===== src/rtl/mux16_rr_arbiter_if.sv =====
// rtl/mux16_rr_arbiter_if.sv - request/data/grant bundle between 16 requesters and the mux arbiter
interface mux16_rr_arbiter_if;
  logic [15:0] req;
  logic [15:0] data_in;
  logic [15:0] grant;
  logic [3:0]  sel;
  logic        valid;
  logic        y;
  logic        timeout;

  modport master (
    output req,
    output data_in,
    input  grant,
    input  sel,
    input  valid,
    input  y,
    input  timeout
  );

  modport slave (
    input  req,
    input  data_in,
    output grant,
    output sel,
    output valid,
    output y,
    output timeout
  );
endinterface


===== src/rtl/mux16_rr_arbiter.sv =====
// rtl/mux16_rr_arbiter.sv - round-robin arbiter owning the select lines of a 16:1 single-bit mux
module mux16_rr_arbiter #(
  parameter int unsigned MAX_HOLD = 8
) (
  input  logic              clk,
  input  logic              rst,
  mux16_rr_arbiter_if.slave bus
);

  localparam logic [7:0] MAX_HOLD_C = 8'(MAX_HOLD);

  typedef enum logic [1:0] {
    ST_IDLE = 2'd0,
    ST_BUSY = 2'd1,
    ST_GAP  = 2'd2
  } state_e;

  state_e      state_q, state_d;
  logic [3:0]  ptr_q, ptr_d;
  logic [3:0]  owner_q, owner_d;
  logic [7:0]  hold_cnt_q, hold_cnt_d;
  logic [15:0] grant_q, grant_d;
  logic        valid_q, valid_d;
  logic        y_q, y_d;
  logic        timeout_q, timeout_d;

  logic        pick_found;
  logic [3:0]  pick_idx;
  logic [3:0]  cand;

  // Rotating priority scan: first requester at or after ptr, wrapping 15 -> 0.
  always_comb begin
    pick_found = 1'b0;
    pick_idx   = ptr_q;
    cand       = ptr_q;
    for (int k = 0; k < 16; k++) begin
      cand = ptr_q + 4'(k);
      if (!pick_found && bus.req[cand]) begin
        pick_found = 1'b1;
        pick_idx   = cand;
      end
    end
  end

  always_comb begin
    state_d    = state_q;
    ptr_d      = ptr_q;
    owner_d    = owner_q;
    hold_cnt_d = hold_cnt_q;
    grant_d    = grant_q;
    valid_d    = valid_q;
    timeout_d  = 1'b0;

    case (state_q)
      ST_IDLE, ST_GAP: begin
        // The gap cycle exits exactly like idle, so arbitration happens on its exit edge.
        state_d    = ST_IDLE;
        grant_d    = 16'h0000;
        valid_d    = 1'b0;
        hold_cnt_d = 8'd0;
        if (pick_found) begin
          state_d    = ST_BUSY;
          owner_d    = pick_idx;
          grant_d    = 16'(1) << pick_idx;
          valid_d    = 1'b1;
          hold_cnt_d = 8'd1;
        end
      end

      ST_BUSY: begin
        if (!bus.req[owner_q] || (hold_cnt_q == MAX_HOLD_C)) begin
          state_d    = ST_GAP;
          grant_d    = 16'h0000;
          valid_d    = 1'b0;
          hold_cnt_d = 8'd0;
          ptr_d      = owner_q + 4'd1;
          timeout_d  = bus.req[owner_q];
        end else begin
          hold_cnt_d = hold_cnt_q + 8'd1;
        end
      end

      default: begin
        state_d    = ST_IDLE;
        grant_d    = 16'h0000;
        valid_d    = 1'b0;
        hold_cnt_d = 8'd0;
      end
    endcase
  end

  // Data bit is registered alongside the grant so y lines up with grant/sel.
  always_comb begin
    y_d = 1'b0;
    if (valid_d) begin
      y_d = bus.data_in[owner_d];
    end
  end

  always_ff @(posedge clk or posedge rst) begin
    if (rst) begin
      state_q    <= ST_IDLE;
      ptr_q      <= 4'd0;
      owner_q    <= 4'd0;
      hold_cnt_q <= 8'd0;
      grant_q    <= 16'h0000;
      valid_q    <= 1'b0;
      y_q        <= 1'b0;
      timeout_q  <= 1'b0;
    end else begin
      state_q    <= state_d;
      ptr_q      <= ptr_d;
      owner_q    <= owner_d;
      hold_cnt_q <= hold_cnt_d;
      grant_q    <= grant_d;
      valid_q    <= valid_d;
      y_q        <= y_d;
      timeout_q  <= timeout_d;
    end
  end

  assign bus.grant   = grant_q;
  assign bus.sel     = owner_q;
  assign bus.valid   = valid_q;
  assign bus.y       = y_q;
  assign bus.timeout = timeout_q;

endmodule


===== src/flat_wrapper.sv =====
// flat-port wrapper written by rule: the top's interface ports become plain ports
module mux16_rr_arbiter_flat 
#(
  parameter int unsigned MAX_HOLD = 8
)
  (clk, rst, bus_req, bus_data_in, bus_grant, bus_sel, bus_valid, bus_y, bus_timeout);
  mux16_rr_arbiter_if bus_i ();
  input  logic clk;
  input  logic rst;
  input wire logic [$bits(bus_i.req)-1:0] bus_req;
  input wire logic [$bits(bus_i.data_in)-1:0] bus_data_in;
  output wire logic [$bits(bus_i.grant)-1:0] bus_grant;
  output wire logic [$bits(bus_i.sel)-1:0] bus_sel;
  output wire logic [$bits(bus_i.valid)-1:0] bus_valid;
  output wire logic [$bits(bus_i.y)-1:0] bus_y;
  output wire logic [$bits(bus_i.timeout)-1:0] bus_timeout;
  assign bus_i.req = bus_req;
  assign bus_i.data_in = bus_data_in;
  assign bus_grant = bus_i.grant;
  assign bus_sel = bus_i.sel;
  assign bus_valid = bus_i.valid;
  assign bus_y = bus_i.y;
  assign bus_timeout = bus_i.timeout;
  mux16_rr_arbiter #(.MAX_HOLD(MAX_HOLD)) u_core (.clk(clk), .rst(rst), .bus(bus_i));
endmodule

===== config.mk =====
export PLATFORM = sky130hd
export DESIGN_NAME = mux16_rr_arbiter_flat
export DESIGN_NICKNAME = d
export VERILOG_FILES = /design/src/rtl/mux16_rr_arbiter_if.sv /design/src/rtl/mux16_rr_arbiter.sv /design/src/flat_wrapper.sv
export SDC_FILE = /design/constraint.sdc
export NUM_CORES = 1
export LEC_CHECK = 0
export BUFFER_PORTS_ARGS = -buffer_cell sky130_fd_sc_hd__buf_2
export CAP_MARGIN = 20
export CELL_PAD_IN_SITES_DETAIL_PLACEMENT = 0
export CELL_PAD_IN_SITES_GLOBAL_PLACEMENT = 1
export CORE_MARGIN = 5
export CORE_UTILIZATION = 46
export DETAILED_ROUTE_END_ITERATION = 16
export HOLD_SLACK_MARGIN = 0.05
export PLACE_DENSITY_LB_ADDON = 0.3
export SLEW_MARGIN = 20
export SYNTH_ARGS = -nofsm -noshare
export SYNTH_HDL_FRONTEND = slang
export SYNTH_SLANG_ARGS = --single-unit
export TNS_END_PERCENT = 5

===== constraint.sdc =====
create_clock -name clk -period 5 [get_ports clk]
set_input_delay 0.5 -clock clk [delete_from_list [all_inputs] [get_ports clk]]
set_output_delay 0.5 -clock clk [all_outputs]
set_load 0.01 [all_outputs]

**Word level (Yosys, flattened, before mapping)**

Cells that the tools add are included.

- Add/subtract/negate cells: 17
- $lt $le $gt $ge: 18
- Equal/unequal tests: 4
- Shift operators: 1
- Multiplexer cells: 84
- Reduce and logical (&&, ||, !) cells: 35

Operators with widths:

| operator | count |
|---|---|
| 4-bit by 5-bit < comparator with 1-bit output, second input constant | 18 |
| 1-bit binary-select mux with 4-bit select | 18 |
| 4-bit 2-to-1 mux | 17 |
| 1-bit 2-to-1 mux | 41 |
| 4-bit adder, second input constant | 8 |
| 16-bit 2-to-1 mux | 2 |
| 16-bit one-hot mux with 2 select lines | 1 |
| 4-bit by 3-bit adder with 4-bit output, second input constant | 4 |
| 1-bit logical NOT | 16 |
| 8-bit one-hot mux with 2 select lines | 1 |
| 1-bit by 4-bit << shifter with 16-bit output, first input constant | 1 |
| 1-bit logical AND | 15 |
| 4-bit by 1-bit adder with 4-bit output, second input constant | 2 |
| 4-bit by 2-bit adder with 4-bit output, second input constant | 2 |
| 8-bit by 1-bit adder with 8-bit output, second input constant | 1 |
| 8-bit by 4-bit equality test with 1-bit output, second input constant | 1 |
| 8-bit 2-to-1 mux | 1 |
| 2-bit one-hot mux with 2 select lines | 1 |
| 2-bit by 1-bit equality test with 1-bit output, second input constant | 1 |
| 2-bit equality test, second input constant | 1 |
| 2-bit logical NOT | 1 |
| 2-bit 2-to-1 mux | 1 |
| 2-bit by 1-bit inequality test with 1-bit output, second input constant | 1 |
| 1-bit one-hot mux with 2 select lines | 1 |
| other kinds (3) | 3 |

- Register bits after elaboration: 37
- Bits of input ports: 34
- Logic and storage cells: 167

**Depth between registers and ports, before layout**

- Depth after elaboration: 53
- Mapped depth: 19
- Mapped depth without buffers: 14

**Worst setup path before layout**

Ideal clock, no wire load.

- Path type: register to register
- Start: reg u_core.ptr_q[1]
- End: reg u_core.y_q, in the netlist u_core.bus.y
- Library setup time: 0.082 ns
- Arrival time: 4.512 ns
- Required time: 4.918 ns
- Path slack: 0.405 ns
- Cell stages (with the launch flop): 17
- Buffers on the path: 3
- Clock period less this slack: 4.595 ns
- Cells stage by stage: dfrtp_1 > buf_4 > buf_6 > inv_1 > ha_1 > buf_1 > mux4_2 > mux2_2 > nand2b_4 > nor3_4 > nand3_2 > o32ai_2 > a2111oi_2 > a311oi_4 > mux2i_1 > mux2i_1 > o22ai_1

- Cells in the longest elaborated chain, start to end: 53
- Elaborated cells on any way between the ends: 115
- Those cells by class: add/sub: 15; mux: 70; reduce/logical: 30

RTL lines:

| what | line | text |
|---|---|---|
| start: declaration | mux16_rr_arbiter.sv:19 | `logic [3:0] ptr_q, ptr_d;` |
| start signal: assignment | mux16_rr_arbiter.sv:112 | `ptr_q <= ptr_d;` |
| branches (longest 48 deep; another with 4-bit by 1-bit adder with 4-bit output) | n/a |  |
| 4-bit 2-to-1 mux (*) | mux16_rr_arbiter.sv:61 | `if (pick_found) begin` |
| 4-bit 2-to-1 mux (*) | mux16_rr_arbiter.sv:54 | `case (state_q)` |
| named net u_core.owner_d[1] | mux16_rr_arbiter.sv:20 | `logic [3:0] owner_q, owner_d;` |
| 1-bit binary-select mux with 4-bit select (*) | mux16_rr_arbiter.sv:96 | `y_d = bus.data_in[owner_d];` |
| 1-bit 2-to-1 mux (not written as such) (*) | mux16_rr_arbiter.sv:96 |  |
| 1-bit 2-to-1 mux (*) | mux16_rr_arbiter.sv:95 | `if (valid_d) begin` |
| named net u_core.y_d | mux16_rr_arbiter.sv:24 | `logic y_q, y_d;` |
| end signal: assignment | mux16_rr_arbiter.sv:117 | `y_q <= y_d;` |
| end: declaration | mux16_rr_arbiter.sv:24 |  |

Mark *: on every way through the listed nets, which the timed path passes. The select of a mux whose other input is x is not followed.
A chain may end at the register's enable or synchronous reset.

**Final worst setup path**

- Start: reg u_core.ptr_q[2]
- End: reg u_core.y_q, in the netlist u_core.bus.y

Same word-level chain as after synthesis.

==> impl_metrics.tcl <==
set metrics [dict create \
    status "completed" \
    cts_root_buffer "clkbuf_8" \
    grt_first_pass_wirelength_um 20900 \
    grt_max_degree 38 \
    coreArea_mm2 0.00915 \
    cts.path.max_buffers 2 \
    crit_type "reg -> reg" \
    synth_edf_count 0 \
    setup_viol 0 \
    yosysSeqAreaShare 0.216 \
    start_util 0.468 \
    synth_top_cell_area_share 0.216 \
    die_area_mm2 0.0113 \
    grt_use_total 0.228 \
    cts_tree "built" \
    critPathMaxFanout 16 \
    cts.repair.resized 0 \
    postCtsSetupBuffers 0 \
    instances_no_fill 611 \
    antenna_cells 0 \
    synth_fa_ha_area_frac 0.0292 \
    period_minus_slack_ns 4.67 \
    rows 35 \
    max_slew_margin 0.497 \
    hold_path_class "in -> async" \
    hold_violations 0 \
    synthCells 443 \
    synth-main-ff-cell "dfrtp_1" \
    timing.fmax_mhz 214 \
    period_share 0.934 \
    tightestPinTransition_ns 0.749 \
    nets 544 \
    htreeDepth 2 \
    clkSlewWorstSetupHoldPaths_ns 0.07 \
    synth_common_cells "mux2i_1 (40), nand2_1 (38), dfrtp_1 (37)" \
    cts-hold-fix-buffers 0 \
    numCtsBuffers 5 \
    syn_area_mm2 0.00429 \
    required_ns 5.21 \
    dpl.cell_count 604 \
    wl_per_cell_um 21.0 \
    antenna_found_initial 0 \
    synthTopCellsByArea "dfrtp_1 (22%), mux4_2 (16%), mux2i_1 (9.3%), mux2_2 (3.4%), nand2_1 (3.3%)" \
    critPathLaunchType "flop" \
    yosysMostFrequentCell "mux2i_1" \
    first_pass_iters 6 \
    hpwl_um 9920 \
    ys_ff_latch 37 \
    synth.area.mux_share 0.317 \
    worst_ep_arrival_time_ns 4.88 \
    synth-simple-area-share 0.162 \
    synth_top_area_cell "dfrtp_1" \
    cts_sinks 37 \
    vias_per_cell 6.55 \
    avgSynthCellArea_um2 9.68 \
    rsz0062_at_grt "false" \
    routed-via-count 4002 \
    grt_use_met3 0.0219 \
    grt_pass1_vias 4043 \
    finalWeightedCongestion 0.954 \
    fin_hold_ws_ns 0.305 \
    drc 0 \
    synth_compound_area_frac 0.186 \
    drt_wl_total_um 12800 \
    tns_ns 0 \
    port_buffers 56 \
    synth_top_family_by_area "multiplexers" \
    synthesis.nets 487 \
    worst_setup_path_end_kind "flop" \
    synth.distinct_cells 72 \
    drv_cap 0 \
    busiest_layer "met2" \
    clkLatencyLatePin_ns 0.28 \
    fp.dieW_um 107 \
    synth_xor_area_frac 0.0464 \
    die_h_um 107 \
    met1_usage 0.306 \
    final-max-slew-violation-count 0 \
    drtIter0Drc 248 \
    drt.antenna.violating_nets 0 \
    syn2layout_area_growth_pct 11.6 \
    ios 57 \
    finalClockSkew_ns 0.00219 \
    async_reset_ff_frac 1.00 \
    layout-drive-gt1-share 0.276 \
    finalCoreUtilization 0.523 \
    gr-usage-met2 0.392 \
    gr-total-overflow 0 \
    synth_warnings 0 \
]
## cells in the final DEF, fill, tap and decap left out, drive strengths merged, types with 3 or more instances in the layout
| cell | netlist | layout |
|---|---|---|
| o22ai | 7 | 7 |
| buf | 15 | 74 |
| inv | 11 | 11 |
| a32o | 5 | 5 |
| a22o | 6 | 6 |
| a41oi | 3 | 3 |
| o31ai | 3 | 3 |
| nor2 | 35 | 35 |
| nand2 | 38 | 38 |
| a31oi | 5 | 5 |
| ha | 10 | 10 |
| mux2i | 43 | 43 |
| xor2 | 11 | 11 |
| nor3 | 9 | 9 |
| o21ai | 20 | 20 |
| xnor2 | 10 | 10 |
| nor2b | 5 | 5 |
| o21bai | 4 | 4 |
| nand2b | 5 | 5 |
| a211oi | 3 | 3 |
| mux4 | 30 | 30 |
| nand3 | 18 | 18 |
| a21oi | 17 | 17 |
| mux2 | 20 | 20 |
| or3 | 4 | 4 |
| and2 | 5 | 5 |
| nand4 | 5 | 5 |
| o211ai | 3 | 3 |
| o32ai | 5 | 5 |
| o21a | 3 | 3 |
| and3 | 5 | 5 |
| dfrtp | 37 | 37 |
| clkbuf | 9 | 7 |
| o2111ai | 3 | 3 |
## worst paths after layout
check / start / to / slack, ns / cells past startpoint
max in group asynchronous: rst / u_core.bus.sel[3] / 4.35 / 3
worst max register to register: u_core.ptr_q[2] / u_core.bus.y / 0.33 / 14
min in group clk: u_core.bus.grant[15] / u_core.bus.grant[15] / 0.50 / 2
worst min-delay path: rst / u_core.bus.grant[15] / 0.30 / 3
worst max-delay path: u_core.ptr_q[2] / u_core.bus.y / 0.33 / 14
worst min register to register: u_core.bus.grant[15] / u_core.bus.grant[15] / 0.50 / 2
## routing by layer
metal,share of wire,vias up
li1,-,1829
met1,0.42,1980
met2,0.50,169
met3,0.062,24
met4,0.024,0
met5,0,-
## cell type report
class,count,area [um2]
Fill cell,864,4370
Sequential cell,37,926
Multi-Input combinational cell,371,3180
Timing Repair Buffer,74,415
Tap cell,111,139
Clock buffer,7,86.3
Inverter,11,41.3
## logic make-up after synthesis
group,after synthesis
AND/OR/NAND/NOR,139
flip-flops,37
AO/OA/AOI/OAI,108
multiplexers,93
XOR/XNOR,21
buffers and inverters,35
adder cells (fa/ha/maj),10
## state kept, by name, indices dropped and copies added (netlist names)
| name | count |
|---|---|
| u_core.bus.sel | 4 |
| u_core.bus.y | 1 |
| u_core.state_q | 2 |
| u_core.bus.timeout | 1 |
| u_core.bus.valid | 1 |
| u_core.ptr_q | 4 |
| u_core.bus.grant | 16 |
| u_core.hold_cnt_q | 8 |
## worst max-delay path, cell delays in order, from the launching register on
cell	delay [ns]
dfrtp_1	0.83
inv_1	0.26
ha_1	0.30
a21boi_0	0.15
xnor2_1	0.52
mux2_2	0.32
nand2_1	0.15
nor3_4	0.37
nand3_2	0.20
o32ai_2	0.40
a2111oi_2	0.12
a311oi_4	0.47
mux2i_1	0.25
mux2i_1	0.10
o22ai_1	0.16
## through the flow
step	cell area, um2	setup WS [ns]
after global routing	4790	0.0569
after CTS	4790	0.368
after detailed placement	4700	0.380
after global placement	4700	0.379
final	4790	0.328
after floorplan	4290	0.405
Power is not shown: default switching activity piles up to over one toggle a cycle in this logic, so the estimate is an artifact.
